<file path="config.mk">
export PLATFORM = sky130hd
export DESIGN_NAME = cp0_status_cause
export DESIGN_NICKNAME = d
export VERILOG_FILES = /design/src/rtl/cp0_pkg.sv /design/src/rtl/cp0_int_pending.sv /design/src/rtl/cp0_status_cause.sv
export SDC_FILE = /design/constraint.sdc
export NUM_CORES = 1
export LEC_CHECK = 0
export CORE_MARGIN = 2
export CORE_UTILIZATION = 46
export DETAILED_ROUTE_END_ITERATION = 7
export GPL_ROUTABILITY_DRIVEN = 0
export GPL_TIMING_DRIVEN = 1
export PLACE_DENSITY = 0.87
export SLEW_MARGIN = 10
export SYNTH_ARGS = -nofsm -noshare
export SYNTH_HDL_FRONTEND = slang
export SYNTH_SLANG_ARGS = --single-unit
</file>
<file path="constraint.sdc">
create_clock -name clk -period 4.5 [get_ports clk]
set_input_delay 0.45 -clock clk [delete_from_list [all_inputs] [get_ports clk]]
set_output_delay 0.45 -clock clk [all_outputs]
set_load 0.01 [all_outputs]
</file>
<file path="src/rtl/cp0_pkg.sv">
// CP0 register numbers, field positions and exception codes
// shared by the Status/Cause/EPC block and its sub-modules.
package cp0_pkg;

  localparam logic [4:0] CP0_STATUS = 5'd12;
  localparam logic [4:0] CP0_CAUSE  = 5'd13;
  localparam logic [4:0] CP0_EPC    = 5'd14;

  // Status field positions
  localparam int unsigned ST_BEV    = 22;
  localparam int unsigned ST_IM_LSB = 8;
  localparam int unsigned ST_ERL    = 2;
  localparam int unsigned ST_EXL    = 1;
  localparam int unsigned ST_IE     = 0;

  // Cause field positions
  localparam int unsigned CA_BD      = 31;
  localparam int unsigned CA_IP_LSB  = 8;
  localparam int unsigned CA_EXC_LSB = 2;

  // ExcCode values
  localparam logic [4:0] EXC_INT = 5'd0;
  localparam logic [4:0] EXC_SYS = 5'd8;
  localparam logic [4:0] EXC_BP  = 5'd9;
  localparam logic [4:0] EXC_RI  = 5'd10;
  localparam logic [4:0] EXC_OV  = 5'd12;

  function automatic logic [31:0] pack_status(
    input logic       bev,
    input logic [7:0] im,
    input logic       erl,
    input logic       exl,
    input logic       ie
  );
    return {9'b0, bev, 6'b0, im, 5'b0, erl, exl, ie};
  endfunction

  function automatic logic [31:0] pack_cause(
    input logic       bd,
    input logic [7:0] ip,
    input logic [4:0] code
  );
    return {bd, 15'b0, ip, 1'b0, code, 2'b0};
  endfunction

endpackage

</file>
<file path="src/rtl/cp0_int_pending.sv">
// Cause.IP register: software bits written by MTC0, hardware
// bits sampled every cycle; produces the masked interrupt request.
module cp0_int_pending
  import cp0_pkg::*;
#(
  parameter int unsigned NUM_HW_INT = 6
) (
  input  logic                  clk,
  input  logic                  rst,
  input  logic [NUM_HW_INT-1:0] hw_int,
  input  logic                  sw_we,
  input  logic [1:0]            sw_wdata,
  input  logic [7:0]            im,
  input  logic                  ie,
  input  logic                  exl,
  input  logic                  erl,
  output logic [7:0]            ip,
  output logic                  int_req
);

  logic [1:0]            ip_sw_q;
  logic [1:0]            ip_sw_d;
  logic [NUM_HW_INT-1:0] ip_hw_q;

  // Software pending bits change only on a qualified Cause write
  always_comb begin
    ip_sw_d = ip_sw_q;
    if (sw_we) begin
      ip_sw_d = sw_wdata;
    end
  end

  // Register both halves; hardware lines are sampled unconditionally
  always_ff @(posedge clk or posedge rst) begin
    if (rst) begin
      ip_sw_q <= 2'b0;
      ip_hw_q <= '0;
    end else begin
      ip_sw_q <= ip_sw_d;
      ip_hw_q <= hw_int;
    end
  end

  // Assemble IP with unused upper lines tied to zero
  always_comb begin
    ip                       = 8'h00;
    ip[1:0]                  = ip_sw_q;
    ip[2+NUM_HW_INT-1:2]     = ip_hw_q;
  end

  assign int_req = ie & ~exl & ~erl & (|(ip & im));

endmodule

</file>
<file path="src/rtl/cp0_status_cause.sv">
// CP0 Status (12), Cause (13) and EPC (14) with interrupt
// latching, exception entry and ERET sequencing.
module cp0_status_cause
  import cp0_pkg::*;
#(
  parameter int unsigned NUM_HW_INT = 6,
  parameter logic        RESET_BEV  = 1'b0,
  parameter logic [7:0]  RESET_IM   = 8'hFF,
  parameter logic        RESET_IE   = 1'b1
) (
  input  logic                  clk,
  input  logic                  rst,
  input  logic                  we,
  input  logic [4:0]            waddr,
  input  logic [31:0]           wdata,
  input  logic [4:0]            raddr,
  output logic [31:0]           rdata,
  input  logic [NUM_HW_INT-1:0] hw_int,
  input  logic                  exc_req,
  input  logic [4:0]            exc_code,
  input  logic [31:0]           exc_pc,
  input  logic                  exc_bd,
  input  logic                  eret,
  output logic                  int_req,
  output logic [31:0]           epc_out,
  output logic                  exl_out,
  output logic                  bev_out
);

  logic        bev_q, bev_d;
  logic [7:0]  im_q, im_d;
  logic        erl_q, erl_d;
  logic        exl_q, exl_d;
  logic        ie_q, ie_d;
  logic        bd_q, bd_d;
  logic [4:0]  code_q, code_d;
  logic [31:0] epc_q, epc_d;
  logic [7:0]  ip;
  logic        mtc0_ok;
  logic        cause_we;

  // An MTC0 only lands when no exception or ERET claims the cycle
  assign mtc0_ok  = we & ~exc_req & ~eret;
  assign cause_we = mtc0_ok & (waddr == CP0_CAUSE);

  cp0_int_pending #(
    .NUM_HW_INT (NUM_HW_INT)
  ) u_int_pending (
    .clk      (clk),
    .rst      (rst),
    .hw_int   (hw_int),
    .sw_we    (cause_we),
    .sw_wdata (wdata[9:8]),
    .im       (im_q),
    .ie       (ie_q),
    .exl      (exl_q),
    .erl      (erl_q),
    .ip       (ip),
    .int_req  (int_req)
  );

  // Next state: exception entry beats ERET, which beats MTC0
  always_comb begin
    bev_d  = bev_q;
    im_d   = im_q;
    erl_d  = erl_q;
    exl_d  = exl_q;
    ie_d   = ie_q;
    bd_d   = bd_q;
    code_d = code_q;
    epc_d  = epc_q;
    if (exc_req) begin
      exl_d  = 1'b1;
      code_d = exc_code;
      if (!exl_q) begin
        bd_d  = exc_bd;
        epc_d = exc_bd ? (exc_pc - 32'd4) : exc_pc;
      end
    end else if (eret) begin
      if (erl_q) begin
        erl_d = 1'b0;
      end else begin
        exl_d = 1'b0;
      end
    end else if (we) begin
      case (waddr)
        CP0_STATUS: begin
          bev_d = wdata[ST_BEV];
          im_d  = wdata[ST_IM_LSB +: 8];
          erl_d = wdata[ST_ERL];
          exl_d = wdata[ST_EXL];
          ie_d  = wdata[ST_IE];
        end
        CP0_EPC: begin
          epc_d = wdata;
        end
        default: begin
        end
      endcase
    end
  end

  // Architectural state with asynchronous reset
  always_ff @(posedge clk or posedge rst) begin
    if (rst) begin
      bev_q  <= RESET_BEV;
      im_q   <= RESET_IM;
      erl_q  <= 1'b0;
      exl_q  <= 1'b0;
      ie_q   <= RESET_IE;
      bd_q   <= 1'b0;
      code_q <= 5'd0;
      epc_q  <= 32'd0;
    end else begin
      bev_q  <= bev_d;
      im_q   <= im_d;
      erl_q  <= erl_d;
      exl_q  <= exl_d;
      ie_q   <= ie_d;
      bd_q   <= bd_d;
      code_q <= code_d;
      epc_q  <= epc_d;
    end
  end

  // MFC0 read mux; unknown register numbers read as zero
  always_comb begin
    rdata = 32'd0;
    case (raddr)
      CP0_STATUS: rdata = pack_status(bev_q, im_q, erl_q, exl_q, ie_q);
      CP0_CAUSE:  rdata = pack_cause(bd_q, ip, code_q);
      CP0_EPC:    rdata = epc_q;
      default:    rdata = 32'd0;
    endcase
  end

  assign epc_out = epc_q;
  assign exl_out = exl_q;
  assign bev_out = bev_q;

endmodule

</file>
# Word level (Yosys, flattened, before mapping)
# Index checks and enable logic that the tools add are counted.
[op_classes]
add_sub_neg = 1
eq_ne = 9
muxes = 15
n_bitwise = 11
reduce_logical = 12
[ops]
columns = ["op", "count"]
rows = [
  ["32-bit two-way mux", 6],
  ["32-bit one-hot mux with 3 select lines", 1],
  ["32-bit by 3-bit subtractor with 32-bit output, second input constant", 1],
  ["5-bit by 4-bit equality test with 1-bit output, second input constant", 6],
  ["8-bit bitwise AND", 1],
  ["1-bit two-way mux", 8],
  ["4-bit AND reduction", 2],
  ["2-bit nonzero test", 4],
  ["8-bit OR reduction", 1],
  ["1-bit bitwise AND", 6],
  ["3-bit AND reduction", 2],
  ["3-bit nonzero test", 2],
  ["2-bit inequality test, second input constant", 2],
  ["1-bit NOT", 4],
  ["3-bit inequality test, second input constant", 1],
  ["2-bit AND reduction", 1],
]
[totals]
ff_bits = 58
input_bits = 91
output_inout_bits = 67
elab_cells = 58

# Logic depth before layout (Yosys ltp)
[depth]
ltp_word = 5
depth_mapped = 8
ltp_nobuf = 7

# Modules after synthesis
# Synthesis repeated with hierarchy kept, for this count alone.
[unflattened]
cells_unflattened = 374
hier_area_um2 = 3528.4
[modules_own_cells]
columns = ["mod", "n_inst", "cells_each", "area_per_inst_um2", "seq_area_each_um2"]
rows = [
  ["cp0_status_cause", 1, 356, 3245.6, 1262.5],
  ["cp0_int_pending", 1, 18, 282.8, 200.2],
]

# Worst setup path before layout
# Ideal clock, no wire load.
[synth_path]
path_kind = "input-to-reg"
start = "input exc_pc[18]"
end = "register epc_q[25] (netlist: epc_out[25])"
setup_time_ns = 0.141
arrival_ns = 1.948
required_time_ns = 4.359
path_slack_ns = 2.411
path_stages = 6
path_buffers = 1
cell_sequence = "or3_4 -> or4_1 -> buf_6 -> nor4b_2 -> xnor2_1 -> o221ai_2"
[synth_between]
elab_chain_len = 4
[synth_lines]
columns = ["element", "line_no", "source"]
rows = [
  ["start, declared", "cp0_status_cause.sv:21", "input logic [31:0] exc_pc,"],
  ["32-bit by 3-bit subtractor with 32-bit output", "cp0_status_cause.sv:77", "epc_d = exc_bd ? (exc_pc - 32'd4) : exc_pc;"],
  ["32-bit two-way mux", "cp0_status_cause.sv:77", ""],
  ["32-bit two-way mux", "cp0_status_cause.sv:75", "if (!exl_q) begin"],
  ["32-bit two-way mux", "cp0_status_cause.sv:72", "if (exc_req) begin"],
  ["end signal, assigned", "cp0_status_cause.sv:122", "epc_q <= epc_d;"],
  ["end, declared", "cp0_status_cause.sv:37", "logic [31:0] epc_q, epc_d;"],
]
# Every way passes these cells. The select of a mux whose other input is x is not followed.
# A chain may end at the register's enable or synchronous reset.

# Final worst setup path
[layout_path]
start = "input raddr[0]"
end = "output rdata[14]"
[layout_between]
elab_chain_len = 2
word_cells_on_any_way = 4
classes_between = "3 x eq/ne; 1 x mux"
[layout_lines]
columns = ["element", "line_no", "source"]
rows = [
  ["start, declared", "cp0_status_cause.sv:16", "input logic [4:0] raddr,"],
  ["5-bit by 4-bit equality test with 1-bit output", "cp0_status_cause.sv:129", "case (raddr)"],
  ["32-bit one-hot mux with 3 select lines *", "cp0_status_cause.sv:129", ""],
  ["end, declared", "cp0_status_cause.sv:17", "output logic [31:0] rdata,"],
]
# Mark *: on every way between the ends. The rest lies on a longest branch, timed or not.

==> results_tabular.tex <==
\begin{tabular}{lr}
\hline
Metric & Value \\
\hline
\multicolumn{2}{l}{\textbf{Clocking}} \\
\quad Number of buffers inserted to repair setup after CTS & 0 \\
\quad CTS Sinks & 58 \\
\quad CTS-repair resized insts & 0 \\
\quad Root buffer selected by CTS & sky130\_fd\_sc\_hd\_\_clkbuf\_8 \\
\quad Maximum root-to-sink buffer count & 2 \\
\quad Number of CTS-inserted buffers & 9 \\
\quad Total number of H-tree levels & 3 \\
\quad Number of hold buffers added after CTS & 0 \\
\quad Insertion delay to the later sink of the worst-skew pair & 0.33 ns \\
\quad Clock edge transition at the registers on the reported setup and hold paths & about 0.070 ns \\
\quad TritonCTS clock tree & yes \\
\multicolumn{2}{l}{\textbf{Synthesis}} \\
\quad Proportion of synthesized flip-flops having asynchronous set or reset & 100\% \\
\quad Warnings from Yosys & 0 \\
\quad Largest cells by area after synthesis & sky130\_fd\_sc\_hd\_\_dfrtp\_1, sky130\_fd\_sc\_hd\_\_dfstp\_2, sky130\_fd\_sc\_hd\_\_mux2\_2 \\
\quad Area fraction in compound gates after synthesis & 15.3\% \\
\quad Area share of and/or/nand/nor cells after synthesis & around a quarter \\
\quad Parity-gate share of the synthesized area counting xor and xnor cells & 6.46\% \\
\quad Seq/Total Area, Yosys & 41.5\% \\
\quad Number of unique standard cell types used by synthesis & 49 \\
\quad Leading cell types by count after synthesis & sky130\_fd\_sc\_hd\_\_dfrtp\_1, sky130\_fd\_sc\_hd\_\_nand2\_1, sky130\_fd\_sc\_hd\_\_o21ai\_0 \\
\quad Top cell type by total area after synthesis & sky130\_fd\_sc\_hd\_\_dfrtp\_1 \\
\quad Largest family of logic cells by synthesized area & simple AND/OR/NAND/NOR gates \\
\quad Primary FF master, synth & sky130\_fd\_sc\_hd\_\_dfrtp\_1 \\
\quad Top-area cell type share of the netlist area & about a third \\
\quad Average cell area after synthesis & approximately 9.7 sq um \\
\quad Count of state elements after synthesis & between 50 and 60 \\
\quad Area share of fa/ha/maj cells after synthesis & 0.355\% \\
\quad Net count after synthesis & between 400 and 500 \\
\quad Count of mapped cells out of synthesis & around 370 \\
\quad Area of the mapped netlist & 3530 sq um \\
\quad Most used standard cell by instance count after synthesis & sky130\_fd\_sc\_hd\_\_dfrtp\_1 \\
\quad Portion of netlist area occupied by mux cells & approximately 10\% \\
\quad Number of synthesized flops with an enable pin & 0 \\
\multicolumn{2}{l}{\textbf{Final layout}} \\
\quad Layout cells sized above 1 & between 10\% and 20\% \\
\quad Sequential Area & 1460 sq um \\
\quad Area of the multi-input gates & between 1500 and 2000 sq um \\
\quad Layout net count & 608 \\
\quad Fill count & roughly 520 \\
\quad Area Growth Syn to Fin & 53.5\% \\
\quad Count of antenna diodes in the layout & 0 \\
\quad Final instance count without filler cells & 620 \\
\multicolumn{2}{l}{\textbf{Drt}} \\
\quad Per-cell routed wire length & between 15 and 20 um \\
\quad Number of vias per cell after detailed routing & around 5.6 \\
\quad Total wire length after detailed routing & 11000 um \\
\quad Remaining number of nets flagged by the antenna check after routing & 0 \\
\quad Detailed-router iteration count before antenna repair & 4 \\
\quad Remaining DRCs & 0 \\
\quad Number of design-rule violations left by the first detailed-router iteration & approximately 160 \\
\quad Total vias in the final route & approximately 3.5k \\
\multicolumn{2}{l}{\textbf{Min path}} \\
\quad Cell depth of the worst min-delay path & 2 \\
\quad Path type of the worst min-delay path & flop to flop \\
\multicolumn{2}{l}{\textbf{Global routing}} \\
\quad GRT overflow & 0 \\
\quad GRT Util Overall & 26.8\% \\
\quad Wire length of the first global-routing pass & approximately 18000 um \\
\quad Global-route track usage on met1 & 33.7\% \\
\quad Via count of the first global-routing pass & between 3k and 4k \\
\quad Met2 GRT Util & 46.2\% \\
\quad Global routing met3 resource utilization & under 10\% \\
\quad Initial antenna violation count & 0 \\
\quad Most used routing layer & met2 \\
\quad Largest net degree at the start of global routing & 59 \\
\multicolumn{2}{l}{\textbf{Worst setup path}} \\
\quad Worst path required time & slightly above 4 ns \\
\quad Nature of the critical path endpoint & output pin \\
\quad Critical path class & input port to output pin \\
\quad Worst Setup Start Kind & input port \\
\quad Maximum fanout along the worst path & 32 \\
\quad Cell count of the worst reg-to-reg path & 6 \\
\quad Crit path DAT & between 2 and 3 ns \\
\multicolumn{2}{l}{\textbf{STA}} \\
\quad Minimum setup slack in the final design & around 1.3 ns \\
\quad Clock skew & 0.00382 ns \\
\quad Final critical-path required period & between 3 and 4 ns \\
\quad Fin Setup TNS & 0 ns \\
\quad Ratio of final minimum period to clock period & between 70 and 80\% \\
\quad Maximum achievable frequency & 0.309 GHz \\
\quad Max-slew violation total from the final report & 0 \\
\quad Slew Limit Headroom & roughly 43\% \\
\quad Hold Violations, Final & 0 \\
\quad Worst hold slack across all endpoints & about 0.5 ns \\
\quad Final setup violation count & 0 \\
\quad Transition time at the pin with the least slew margin & about 0.85 ns \\
\quad Unrepaired setup endpoints after global routing & no \\
\multicolumn{2}{l}{\textbf{Floorplan}} \\
\quad Initial core utilization & approximately half \\
\quad Width of the die & around 92 um \\
\quad Die Height & slightly above 90 um \\
\quad Standard-cell row count & 31 \\
\quad Boundary pin count & around 160 \\
\quad Std-Cell Core Area & $\sim$7300 sq um \\
\quad Total Die Area & around 8400 sq um \\
\multicolumn{2}{l}{\textbf{Pwr}} \\
\quad Switching share of total power & 26.5\% \\
\quad Total power & about 0.0016 W \\
\quad Combinational power share & about a quarter \\
\quad Relative contribution of the clock network to total power & a little over a third \\
\quad Static leakage & 2.08 nW \\
\quad Switch Pwr & 0.000435 W \\
\quad IR drop worst, VDD & $\sim$0.19 mV \\
\quad Power density relative to cell area & around 300 nW/um\^{}2 \\
\quad Relative contribution of sequential cells to total power & between 40\% and 50\% \\
\quad Pint & between 0.001 and 0.0015 W \\
\multicolumn{2}{l}{\textbf{Placed design}} \\
\quad Count of input and output buffers & approximately 160 \\
\quad Final HPWL from detailed placement & between 8000 and 9000 um \\
\quad Placed instance count & a little over 600 \\
\quad Pre-CTS setup slack & approximately 1.3 ns \\
\multicolumn{2}{l}{\textbf{Run status}} \\
\quad Outcome & finished, final reports clean \\
\multicolumn{2}{l}{\textbf{Flow run}} \\
\quad Max-capacitance violation count & 0 \\
\hline
\end{tabular}
## registers in the layout, summed over array words and instances, names as in the netlist
name,flops
epc_out,32
im_q,8
u_int_pending.ip_hw_q,6
code_q,5
u_int_pending.ip_sw_q,2
bd_q,1
bev_out,1
erl_q,1
exl_out,1
ie_q,1
## layer usage
layer  vias to the layer above  wire length, um
li1                       1637                -
met1                      1688             4460
met2                       148             5610
met3                        17              764
met4                         0              197
met5                         -                0
## per-stage QoR
| step | cell area (sq um) | utilization [%] |
|---|---|---|
| after floorplan | 3530 | - |
| after global placement | 5180 | 70.6 |
| after detailed placement | 5180 | 70.6 |
| after CTS | 5410 | 73.8 |
| after global routing | 5410 | 73.8 |
| final | 5410 | 73.8 |
## critical path: stages
cell and delay (ns):
sky130_fd_sc_hd__clkdlybuf4s50_1 0.79, sky130_fd_sc_hd__nor4b_2 0.41, sky130_fd_sc_hd__buf_4 0.36, sky130_fd_sc_hd__nand2_1 0.11, sky130_fd_sc_hd__o21ai_0 0.08, sky130_fd_sc_hd__clkdlybuf4s50_1 0.57
## cells by family after synthesis
group,Yosys count
simple gates,139
compound gates,82
flops,58
mux,32
buf+inv,27
xor+xnor,26
fa+ha+maj,1
## cell type report
type                       instances  area share (%)
multi-input combinational        280            36.3
timing repair buffer             163            29.8
sequential                        58            27.0
clock buffer                      10            2.36
tap                               99            2.29
clock inverter                     6            1.94
inverter                           4           0.277
## worst paths after layout
kind	start	endpoint	slack (ns)
hold reg to reg	epc_out[4]	epc_out[4]	0.51
hold / removal	epc_out[4]	epc_out[4]	0.51
max in group asynchronous	rst	code_q[2]	3.36
min in group asynchronous	rst	u_int_pending.ip_hw_q[5]	0.65
setup reg to reg	exl_out	epc_out[28]	2.49
setup / recovery	raddr[0]	rdata[14]	1.27
## power groups by stage
stage / logic [W] / registers [W] / clock network, W
after global routing: 0.000438 / 0.000670 / 0.000603
after detailed placement: 0.000407 / 0.000669 / 0
final: 0.000405 / 0.000662 / 0.000573
after global placement: 0.000395 / 0.000665 / 0
after CTS: 0.000409 / 0.000661 / 0.000583
after floorplan: 0.000137 / 0.000677 / 0
## layout by cell type, fill, tap and decap left out, drive strengths merged, types with 2 or more instances in the layout
master and instances:
a211oi 2, a21o 2, a21oi 14, a221o 2, a22o 8, a22oi 6, and2 15, and3 2
buf 7, bufinv 3, clkbuf 10, clkdlybuf4s50 156, clkinv 3, dfrtp 49, dfstp 9, inv 4
mux2 18, mux2i 14, nand2 40, nand3 3, nand4 2, nand4b 2, nor2 18, nor2b 2
nor3 12, nor3b 10, nor4 11, nor4b 5, o21ai 39, o221ai 5, or3 9, or4 4
xnor2 23, xor2 3
Power figures use the tool's default switching activity.
